==> src/rtl/fb_reader_if.sv <==
`default_nettype none
// ============================================================================
//  Module      : fb_reader_if
//  Description : Bundles the Wishbone classic read-master bus and the
//                valid/ready pixel stream of the framebuffer reader.
//                master modport : framebuffer reader side
//                slave  modport : memory / display side
//  Ports       : wshb_*  Wishbone classic (read only, no err/rty)
//                pix_*   show-ahead pixel stream
//  Revision    : 1.0  initial release
// ============================================================================
interface fb_reader_if;
    logic [31:0] wshb_adr;
    logic [31:0] wshb_dat_sm;
    logic        wshb_we;
    logic [3:0]  wshb_sel;
    logic [2:0]  wshb_cti;
    logic [1:0]  wshb_bte;
    logic        wshb_cyc;
    logic        wshb_stb;
    logic        wshb_ack;

    logic [23:0] pix_data;
    logic        pix_sof;
    logic        pix_eol;
    logic        pix_valid;
    logic        pix_ready;

    modport master (
        output wshb_adr, wshb_we, wshb_sel, wshb_cti, wshb_bte,
               wshb_cyc, wshb_stb,
        input  wshb_dat_sm, wshb_ack,
        output pix_data, pix_sof, pix_eol, pix_valid,
        input  pix_ready
    );

    modport slave (
        input  wshb_adr, wshb_we, wshb_sel, wshb_cti, wshb_bte,
               wshb_cyc, wshb_stb,
        output wshb_dat_sm, wshb_ack,
        input  pix_data, pix_sof, pix_eol, pix_valid,
        output pix_ready
    );
endinterface
`default_nettype wire

==> src/rtl/fb_reader.sv <==
`default_nettype none
// ============================================================================
//  Module      : fb_reader
//  Description : Framebuffer reader. Wishbone classic read master fetching
//                HDISP x VDISP 32-bit pixel words (row-major) into a small
//                FIFO, delivered as a show-ahead valid/ready pixel stream
//                tagged with start-of-frame and end-of-line. The bus is
//                released after at most BURST words so other masters can
//                be arbitrated.
//  Ports       : clk, rst_n   clock, asynchronous active-low reset
//                enable       run request; low returns to idle and flushes
//                bus          fb_reader_if.master (Wishbone + pixel stream)
//                fifo_level   current FIFO occupancy
//  Revision    : 1.0  initial release
// ============================================================================
module fb_reader #(
    parameter int          HDISP      = 800,
    parameter int          VDISP      = 480,
    parameter logic [31:0] BASE_ADR   = 32'h0,
    parameter int          FIFO_DEPTH = 16,
    parameter int          BURST      = 8
) (
    input  wire logic                        clk,
    input  wire logic                        rst_n,
    input  wire logic                        enable,
    fb_reader_if.master                      bus,
    output logic [$clog2(FIFO_DEPTH):0]      fifo_level
);

    localparam int AW     = $clog2(FIFO_DEPTH);
    localparam int NWORDS = HDISP * VDISP;
    localparam int IW     = (NWORDS > 1) ? $clog2(NWORDS) : 1;
    localparam int XW     = (HDISP > 1) ? $clog2(HDISP) : 1;
    localparam int YW     = (VDISP > 1) ? $clog2(VDISP) : 1;
    localparam int BW     = $clog2(BURST + 1);

    localparam logic [IW-1:0] IDX_LAST = IW'(NWORDS - 1);
    localparam logic [XW-1:0] X_LAST   = XW'(HDISP - 1);
    localparam logic [YW-1:0] Y_LAST   = YW'(VDISP - 1);
    localparam logic [BW-1:0] BURST_N  = BW'(BURST);
    localparam logic [AW:0]   LVL_FULL = (AW+1)'(FIFO_DEPTH);

    typedef enum logic [1:0] {
        S_IDLE = 2'd0,
        S_REQ  = 2'd1,
        S_GAP  = 2'd2
    } state_t;

    state_t          state_q, state_d;
    logic            cyc_q, cyc_d;          // cyc and stb are always equal
    logic [IW-1:0]   idx_q, idx_d;
    logic [BW-1:0]   burst_q, burst_d;
    logic [AW-1:0]   wr_q, wr_d;
    logic [AW-1:0]   rd_q, rd_d;
    logic [AW:0]     level_q, level_d;
    logic [XW-1:0]   x_q, x_d;
    logic [YW-1:0]   y_q, y_d;
    logic [23:0]     mem [FIFO_DEPTH];

    logic            push;
    logic            pop;
    logic            pix_valid_w;
    logic            unused_dat_hi;

    // Only the low 24 bits of a pixel word carry colour.
    assign unused_dat_hi = ^bus.wshb_dat_sm[31:24];

    assign pix_valid_w = (level_q != '0);
    assign push        = cyc_q & bus.wshb_ack;
    assign pop         = pix_valid_w & bus.pix_ready;

    always_comb begin
        state_d = state_q;
        cyc_d   = cyc_q;
        idx_d   = idx_q;
        burst_d = burst_q;
        wr_d    = wr_q;
        rd_d    = rd_q;
        x_d     = x_q;
        y_d     = y_q;
        level_d = level_q + (AW+1)'(push) - (AW+1)'(pop);

        if (push) begin
            wr_d    = wr_q + 1'b1;
            idx_d   = (idx_q == IDX_LAST) ? '0 : idx_q + 1'b1;
            burst_d = burst_q + 1'b1;
        end

        if (pop) begin
            rd_d = rd_q + 1'b1;
            if (x_q == X_LAST) begin
                x_d = '0;
                y_d = (y_q == Y_LAST) ? '0 : y_q + 1'b1;
            end else begin
                x_d = x_q + 1'b1;
            end
        end

        case (state_q)
            S_IDLE: begin
                cyc_d = 1'b0;
                if (enable) state_d = S_REQ;
            end
            S_REQ: begin
                if (push) begin
                    // A tenure ends on burst length, a full FIFO, the frame
                    // boundary, or a stop request -- always on an ack.
                    if ((burst_d == BURST_N) || (level_d == LVL_FULL) ||
                        (idx_q == IDX_LAST) || !enable) begin
                        state_d = S_GAP;
                        cyc_d   = 1'b0;
                    end
                end else if (!cyc_q) begin
                    // First cycle after leaving idle: raise the strobe now.
                    if (enable) cyc_d   = 1'b1;
                    else        state_d = S_GAP;
                end
            end
            S_GAP: begin
                cyc_d   = 1'b0;
                burst_d = '0;
                if (!enable) begin
                    state_d = S_IDLE;
                end else if (level_q < LVL_FULL) begin
                    state_d = S_REQ;
                    cyc_d   = 1'b1;
                end
            end
            default: begin
                state_d = S_IDLE;
                cyc_d   = 1'b0;
            end
        endcase

        // Entering or sitting in idle flushes the FIFO and rewinds the frame.
        if (state_d == S_IDLE) begin
            idx_d   = '0;
            burst_d = '0;
            wr_d    = '0;
            rd_d    = '0;
            level_d = '0;
            x_d     = '0;
            y_d     = '0;
        end
    end

    always_ff @(posedge clk or negedge rst_n) begin
        if (!rst_n) begin
            state_q <= S_IDLE;
            cyc_q   <= 1'b0;
            idx_q   <= '0;
            burst_q <= '0;
            wr_q    <= '0;
            rd_q    <= '0;
            level_q <= '0;
            x_q     <= '0;
            y_q     <= '0;
        end else begin
            state_q <= state_d;
            cyc_q   <= cyc_d;
            idx_q   <= idx_d;
            burst_q <= burst_d;
            wr_q    <= wr_d;
            rd_q    <= rd_d;
            level_q <= level_d;
            x_q     <= x_d;
            y_q     <= y_d;
        end
    end

    // Storage needs no reset: occupancy alone decides what is valid.
    always_ff @(posedge clk) begin
        if (push) mem[wr_q] <= bus.wshb_dat_sm[23:0];
    end

    assign bus.wshb_adr = BASE_ADR + (32'(idx_q) << 2);
    assign bus.wshb_we  = 1'b0;
    assign bus.wshb_sel = 4'b1111;
    assign bus.wshb_cti = 3'b000;
    assign bus.wshb_bte = 2'b00;
    assign bus.wshb_cyc = cyc_q;
    assign bus.wshb_stb = cyc_q;

    assign bus.pix_valid = pix_valid_w;
    assign bus.pix_data  = pix_valid_w ? mem[rd_q] : 24'h0;
    assign bus.pix_sof   = pix_valid_w && (x_q == '0) && (y_q == '0);
    assign bus.pix_eol   = pix_valid_w && (x_q == X_LAST);

    assign fifo_level = level_q;

endmodule
`default_nettype wire

==> src/flat_wrapper.sv <==
// flat-port wrapper written by rule: the top's interface ports become plain ports
module fb_reader_flat 
#(
    parameter int          HDISP      = 800,
    parameter int          VDISP      = 480,
    parameter logic [31:0] BASE_ADR   = 32'h0,
    parameter int          FIFO_DEPTH = 16,
    parameter int          BURST      = 8
)
  (clk, rst_n, enable, fifo_level, bus_wshb_adr, bus_wshb_we, bus_wshb_sel, bus_wshb_cti, bus_wshb_bte, bus_wshb_cyc, bus_wshb_stb, bus_wshb_dat_sm, bus_wshb_ack, bus_pix_data, bus_pix_sof, bus_pix_eol, bus_pix_valid, bus_pix_ready);
  fb_reader_if bus_i ();
  input  wire logic clk;
  input  wire logic rst_n;
  input  wire logic enable;
  output logic [$clog2(FIFO_DEPTH):0] fifo_level;
  output wire logic [$bits(bus_i.wshb_adr)-1:0] bus_wshb_adr;
  output wire logic [$bits(bus_i.wshb_we)-1:0] bus_wshb_we;
  output wire logic [$bits(bus_i.wshb_sel)-1:0] bus_wshb_sel;
  output wire logic [$bits(bus_i.wshb_cti)-1:0] bus_wshb_cti;
  output wire logic [$bits(bus_i.wshb_bte)-1:0] bus_wshb_bte;
  output wire logic [$bits(bus_i.wshb_cyc)-1:0] bus_wshb_cyc;
  output wire logic [$bits(bus_i.wshb_stb)-1:0] bus_wshb_stb;
  input wire logic [$bits(bus_i.wshb_dat_sm)-1:0] bus_wshb_dat_sm;
  input wire logic [$bits(bus_i.wshb_ack)-1:0] bus_wshb_ack;
  output wire logic [$bits(bus_i.pix_data)-1:0] bus_pix_data;
  output wire logic [$bits(bus_i.pix_sof)-1:0] bus_pix_sof;
  output wire logic [$bits(bus_i.pix_eol)-1:0] bus_pix_eol;
  output wire logic [$bits(bus_i.pix_valid)-1:0] bus_pix_valid;
  input wire logic [$bits(bus_i.pix_ready)-1:0] bus_pix_ready;
  assign bus_wshb_adr = bus_i.wshb_adr;
  assign bus_wshb_we = bus_i.wshb_we;
  assign bus_wshb_sel = bus_i.wshb_sel;
  assign bus_wshb_cti = bus_i.wshb_cti;
  assign bus_wshb_bte = bus_i.wshb_bte;
  assign bus_wshb_cyc = bus_i.wshb_cyc;
  assign bus_wshb_stb = bus_i.wshb_stb;
  assign bus_i.wshb_dat_sm = bus_wshb_dat_sm;
  assign bus_i.wshb_ack = bus_wshb_ack;
  assign bus_pix_data = bus_i.pix_data;
  assign bus_pix_sof = bus_i.pix_sof;
  assign bus_pix_eol = bus_i.pix_eol;
  assign bus_pix_valid = bus_i.pix_valid;
  assign bus_i.pix_ready = bus_pix_ready;
  fb_reader #(.HDISP(HDISP), .VDISP(VDISP), .BASE_ADR(BASE_ADR), .FIFO_DEPTH(FIFO_DEPTH), .BURST(BURST)) u_core (.clk(clk), .rst_n(rst_n), .enable(enable), .bus(bus_i), .fifo_level(fifo_level));
endmodule
==> config.mk <==
export PLATFORM = sky130hd
export DESIGN_NAME = fb_reader_flat
export DESIGN_NICKNAME = d
export VERILOG_FILES = /design/src/rtl/fb_reader_if.sv /design/src/rtl/fb_reader.sv /design/src/flat_wrapper.sv
export SDC_FILE = /design/constraint.sdc
export NUM_CORES = 1
export LEC_CHECK = 0
export ABC_AREA = 1
export CORE_ASPECT_RATIO = 1.75
export CORE_MARGIN = 2
export CORE_UTILIZATION = 45
export CTS_BUF_LIST = sky130_fd_sc_hd__clkbuf_4 sky130_fd_sc_hd__clkbuf_8
export CTS_CLUSTER_SIZE = 28
export DETAILED_ROUTE_END_ITERATION = 7
export PLACE_DENSITY = 0.61
export SLEW_MARGIN = 25
export SYNTH_ARGS = -nofsm -noshare
export SYNTH_HDL_FRONTEND = slang
export SYNTH_SLANG_ARGS = --single-unit
==> constraint.sdc <==
create_clock -name clk -period 5 [get_ports clk]
set_clock_uncertainty 0.15 [all_clocks]
set_input_delay 0.75 -clock clk [delete_from_list [all_inputs] [get_ports clk]]
set_output_delay 0.75 -clock clk [all_outputs]
set_load 0.05 [all_outputs]
==> results of run 1 <==
## cell type report
cell class / count / area [um^2] / share of cell area, %
clock inverter: 45 / 409 / 1.90
sequential: 442 / 13000 / 60.3
multi-input combinational: 933 / 5130 / 23.8
timing repair buffer: 119 / 1150 / 5.33
tap: 555 / 694 / 3.22
clock buffer: 69 / 900 / 4.18
inverter: 69 / 264 / 1.23
antenna: 1 / 2.50 / 0.0116
## sequential cells by signal (all words and copies together) (netlist names)
register / count
u_core.burst_q: 4
u_core.bus.wshb_cyc: 1
u_core.fifo_level: 5
u_core.idx_q: 19
u_core.mem: 384
u_core.rd_q: 4
u_core.state_q: 2
u_core.wr_q: 4
u_core.x_q: 10
u_core.y_q: 9
## through the flow
step,utilization (%),cell area (um^2)
final,51.9,21500
after global routing,51.9,21500
after floorplan,-,18900
after CTS,51.9,21500
after detailed placement,48.7,20200
after global placement,48.7,20200
## critical path: cells and delay by family (launching register included)
kind | cells | cell delay (ps)
AOI/OAI and AO/OA | 3 | 710
buffers and inverters | 2 | 1430
DFF | 1 | 750
and+or+nand+nor | 1 | 160
## layer usage
layer  up-vias  global-route usage [%]
li1       5788                       -
met1      6198                    25.9
met2       404                    38.7
met3        95                    3.48
met4         4                    8.11
met5         -                       0
## power groups by stage
| stage | Sequential (W) | Clock (W) | Combinational, W |
|---|---|---|---|
| finish | 0.00420 | 0.00298 | 0.00343 |
| global placement | 0.00428 | 0 | 0.00340 |
| CTS | 0.00420 | 0.00303 | 0.00347 |
| global route | 0.00421 | 0.00319 | 0.00373 |
| floorplan | 0.00431 | 0 | 0.00243 |
| detailed placement | 0.00428 | 0 | 0.00346 |
## layout by cell type, fill, tap and decap left out, types with 4 or more instances in the layout
cell type	n
a21oi_1	33
buf_12	5
buf_4	35
bufinv_16	8
clkbuf_4	8
clkbuf_8	61
clkdlybuf4s50_1	78
clkinv_1	23
clkinv_2	12
conb_1	23
dfrtp_1	55
edfxtp_1	384
ha_1	21
inv_1	63
nand2_1	90
nand2_2	8
nand3_1	59
nand4_1	24
nor2_1	250
nor2_2	6
nor2_4	16
nor3_1	6
nor4_1	4
o211ai_1	35
o21ai_0	204
o221ai_1	70
o22ai_1	29
xnor2_1	6
xor2_1	21
## cell families after synthesis
logic type,count (synthesis)
xor gates and xnor gates,27
adders and majority gates,22
other,2
DFF,442
AOI/OAI and AO/OA,386
and+or+nand+nor,475
buffers and inverters,186
## worst paths after layout
| path | start | to | slack (ps) | cells past startpoint |
|---|---|---|---|---|
| setup / recovery | u_core.rd_q[0]$_DFFE_PN0P_ | bus_pix_data[23] | 370 | 6 |
| hold / removal | rst_n | u_core.y_q[7]$_DFFE_PN0P_ | 120 | 2 |
| setup reg to reg | u_core.fifo_level[2]$_DFF_PN0_ | u_core.idx_q[16]$_DFFE_PN0P_ | 1210 | 21 |
| hold reg to reg | u_core.burst_q[3]$_DFF_PN0_ | u_core.burst_q[3]$_DFF_PN0_ | 400 | 3 |
| max in group asynchronous | rst_n | u_core.rd_q[0]$_DFFE_PN0P_ | 3970 | 2 |
| min in group clk | u_core.burst_q[3]$_DFF_PN0_ | u_core.burst_q[3]$_DFF_PN0_ | 400 | 3 |
==> flow_summary.json, run 1 <==
{
  "pwr-share-clk_pct": 28.1,
  "setup-tns-final_ps": 0,
  "synth_top_family_by_area": "compound AO/OA/AOI/OAI gates",
  "cts_root_buf": "clkbuf_8",
  "power_w": 0.0106,
  "wirelength_um": 46500,
  "maxSlewViolCount": 0,
  "fin_crit_ps": 4630,
  "die_x_um": 158,
  "worstPathArrival_ps": 3730,
  "cp_cell_sequence": "buf_4 -> o21ai_0 -> o221ai_1 -> nand3_1 -> a21oi_1 -> clkdlybuf4s50_1",
  "synthTopCellsByArea": "edfxtp_1 61%, dfrtp_1 7.7%, o21ai_0 5.4%",
  "drive_gt1_share_pct": 11.0,
  "met2WireLength_um": 24500,
  "die_area_um2": 43400,
  "grt_pass1_wl_um": 70900,
  "fillers": 3550,
  "drv_cap": 0,
  "post-place-ws_ps": 818,
  "die_h_um": 274,
  "worstSetupPathType": "reg2out",
  "start_kind": "flop",
  "hold_violations": 0,
  "ys_types": 46,
  "postCtsHoldBufs": 0,
  "grt_overflow": 0,
  "synth_top_cell_area_share_pct": 61.4,
  "synth_common_cells": "384 x edfxtp_1, 266 x nor2_1, 204 x o21ai_0",
  "fin_ws_ps": 371,
  "wl_met3_um": 2560,
  "synth_compound_area_share_pct": 12.6,
  "vias": 12500,
  "swShare_pct": 36.9,
  "drt_iter0_drc": 898,
  "intPower_w": 0.00669,
  "antenna_left": 0,
  "drc": 0,
  "cts_tree": "built",
  "crit_path_max_incr_delay_ps": 850,
  "cts_max_level": 2,
  "critPathCaptureType": "output port",
  "yosys.area_share.simple_pct": 10.8,
  "ys.flop_type": "edfxtp_1",
  "slew_headroom_pct": 41.5,
  "dr.pass1.iters": 5,
  "clk_path_buf_depth": 3,
  "area_delta_synth_final_pct": 14.7,
  "synthAdderAreaFrac_pct": 1.51,
  "hold_class": "in2async",
  "grtUsageTotal_pct": 21.6,
  "antenna_found_initial": 3,
  "clk_pin_slew_ps": 70,
  "synthCells": 1540,
  "ir_drop_uv": 397,
  "grt_start_max_net_pins": 99,
  "nNetsFinal": 1685,
  "outcome": "finished clean",
  "synth_edf_count": 384,
  "wl_per_cell_um": 20.8,
  "start_util_pct": 45.2,
  "dp_cells": 2118,
  "tightestPinTransition_ps": 878,
  "yosys.area_share.xor_xnor_pct": 1.26,
  "wl_met1_um": 18000,
  "synth-seq-area-share_pct": 69.1,
  "muxShareOfSynthArea_pct": 0,
  "hold_ws_ps": 121,
  "vias_per_cell": 5.59,
  "ys_seq_elements": 442,
  "p_leak_nw": 7.38,
  "syn-cell-area_um2": 18800,
  "clock.fmax_ghz": 0.216,
  "critPathSlowestCell": "clkdlybuf4s50_1",
  "cts_buffers": 61,
  "synth_top_cell_by_area": "edfxtp_1",
  "powerDensity_nw_per_um2": 493,
  "p_switching_w": 0.00392,
  "stdcell_count": 2233,
  "place.gp.congestion": 0.798,
  "cts.sinks": 442,
  "yosysWarnings": 0,
  "synthMostInstantiatedCell": "edfxtp_1",
  "power_frac_comb_pct": 32.3,
  "required_ps": 4100,
  "clk_latency_ps": 630,
  "setup_viol": 0,
  "cts_setup_buffers": 0,
  "io_buffers": 81,
  "hpwlAfterDp_um": 25700,
  "cts_resized": 0,
  "first_global_vias": 12800,
  "fin_crit_sh_pct": 92.6,
  "io_pins": 113,
  "core_um2": 41500,
  "ys_async_sr_fraction_pct": 13.1,
  "rows": 99,
  "cp_max_fo": 57,
  "seq_power_share_pct": 39.6,
  "highest_layer": "met5",
  "rsz0062_at_grt": "false",
  "syn_area_per_cell_um2": 12.2
}
(Power assumes the default switching activity.)
==> run 2, diff against run 1 <==
- CTS_CLUSTER_SIZE: 28 -> 8
==> run 2 against run 1 <==
Against the previous run:
- global-route usage increased by 0.38 points
- sequential power is essentially flat
- worst setup slack improved by 2.0 ps
- combinational power hardly changed
- sequential share of layout area grew 0.41 points
- critical path type unchanged
- final cell count is 0.63% lower
- cell area shrank 0.67%
==> flow_summary.json, run 2 (synthesized netlist as in run 1, its figures left out) <==
{
  "largest_reg_flops": 384,
  "final_cell_mix": "384 x edfxtp_1, 250 x nor2_1, 204 x o21ai_0, 90 x nand2_1, 78 x clkdlybuf4s50_1",
  "p_leak_nw": 7.32,
  "clock.fmax_ghz": 0.216,
  "core_um2": 41500,
  "reg_top3": "u_core.mem: 384 flops, u_core.idx_q: 19 flops, u_core.x_q: 10 flops",
  "postCtsHoldBufs": 0,
  "path_delay_family": "buffers and inverters",
  "grtUsageTotal_pct": 22.0,
  "ir_drop_uv": 323,
  "cp_max_fo": 57,
  "post-place-ws_ps": 818,
  "drt_iter0_drc": 863,
  "r2r_setup_slack_ps": 1210,
  "critPathSlowestCell": "clkdlybuf4s50_1",
  "reg2reg_from": "u_core.fifo_level[3]$_DFF_PN0_",
  "fillers": 3541,
  "first_global_vias": 12800,
  "start_util_pct": 45.2,
  "grt_pass1_wl_um": 71400,
  "clk_latency_ps": 610,
  "largest_register": "u_core.mem",
  "dr.pass1.iters": 5,
  "layout_commonest_cell": "edfxtp_1",
  "critPathCaptureType": "output port",
  "maxSlewViolCount": 0,
  "nNetsFinal": 1691,
  "vias_per_cell": 5.65,
  "cts.sinks": 442,
  "setup-tns-final_ps": 0,
  "start_kind": "flop",
  "area_delta_synth_final_pct": 13.9,
  "fin_crit_sh_pct": 92.5,
  "io_buffers": 81,
  "regArea_um2": 13000,
  "required_ps": 4100,
  "die_area_um2": 43400,
  "antenna_left": 0,
  "fin_ws_ps": 373,
  "cts_setup_buffers": 0,
  "grt_start_max_net_pins": 99,
  "drv_cap": 0,
  "place.gp.congestion": 0.798,
  "wirelength_um": 46600,
  "drc": 0,
  "path_buf_inv": 2,
  "rr_worst_depth": 21,
  "io_pins": 113,
  "multi_input_area_um2": 5130,
  "outcome": "finished clean",
  "cts_buffers": 67,
  "fin_util_pct": 51.6,
  "vias": 12500,
  "rsz0062_at_grt": "false",
  "hold_violations": 0,
  "die_h_um": 274,
  "clk_pin_slew_ps": 60,
  "powerDensity_nw_per_um2": 484,
  "fin_crit_ps": 4630,
  "antenna_found_initial": 3,
  "cts_tree": "built",
  "clk_path_buf_depth": 3,
  "worstSetupPathType": "reg2out",
  "setup_viol": 0,
  "tightestPinTransition_ps": 899,
  "hpwlAfterDp_um": 25700,
  "hold_class": "in2async",
  "drive_gt1_share_pct": 11.3,
  "cts_max_level": 3,
  "worstPathArrival_ps": 3730,
  "slew_headroom_pct": 40.1,
  "r2r-end": "u_core.idx_q[16]$_DFFE_PN0P_",
  "cts_root_buf": "clkbuf_8",
  "crit_path_max_incr_delay_ps": 860,
  "rows": 99,
  "wl_per_cell_um": 21.0,
  "cts_resized": 0,
  "cp_cell_sequence": "buf_4 -> o21ai_0 -> o221ai_1 -> nand3_1 -> a21oi_1 -> clkdlybuf4s50_1",
  "die_x_um": 158,
  "grt_overflow": 0
}
-- run 2: changes by cell type in the layout (fill, tap and decap cells not counted) --
cell and change:
clkinv_1 -17, clkbuf_4 +16, clkinv_2 -12, bufinv_16 -8
clkbuf_8 +8, inv_8 -1
-- run 2: where the power goes --
group          internal, W  switching (W)  total [W]
Sequential         0.00411      0.0000976    0.00421
Clock              0.00143        0.00130    0.00273
Combinational     0.000967        0.00246    0.00342
-- run 2: how the worst max path moves through the flow --
stage	from	end	slack, ps	cells past startpoint
3_5_place_dp	bus_wshb_ack	u_core.idx_q[8]$_DFFE_PN0P_	820	17
6_report	u_core.rd_q[0]$_DFFE_PN0P_	bus_pix_data[23]	370	6
3_3_place_gp	bus_wshb_ack	u_core.idx_q[15]$_DFFE_PN0P_	840	17
2_1_floorplan	u_core.fifo_level[3]$_DFF_PN0_	u_core.idx_q[18]$_DFFE_PN0P_	510	23
5_1_grt	u_core.rd_q[0]$_DFFE_PN0P_	bus_pix_data[23]	180	6
4_1_cts	u_core.rd_q[0]$_DFFE_PN0P_	bus_pix_data[23]	330	6
-- run 2: metrics by stage --
stage               area [um^2]  cells  hold WS (ps)  power [W]
finish                    21400   2219           138     0.0104
global route              21400   2219           207     0.0109
floorplan                 18900   1561           304    0.00673
global placement          20200   2118           384    0.00768
CTS                       21400   2218           157     0.0105
detailed placement        20200   2118           387    0.00774
-- run 2: area by class of cell --
cell class / instances / area share (%)
Sequential cell: 442 / 60.7
Multi-Input combinational cell: 933 / 24.0
Timing Repair Buffer: 119 / 5.37
Clock buffer: 93 / 5.28
Tap cell: 555 / 3.25
Inverter: 69 / 1.23
Clock inverter: 7 / 0.158
Antenna cell: 1 / 0.0117
-- run 2: metal layers --
metal / routed length (um) / track usage [%] / share of wire, % / up-vias
met5: 25 / 0 / 0.054 / -
met4: 1430 / 9.13 / 3.1 / 4
met3: 2960 / 4.60 / 6.3 / 103
met2: 24300 / 38.4 / 52 / 458
met1: 17900 / 26.2 / 38 / 6204
li1: - / - / - / 5777
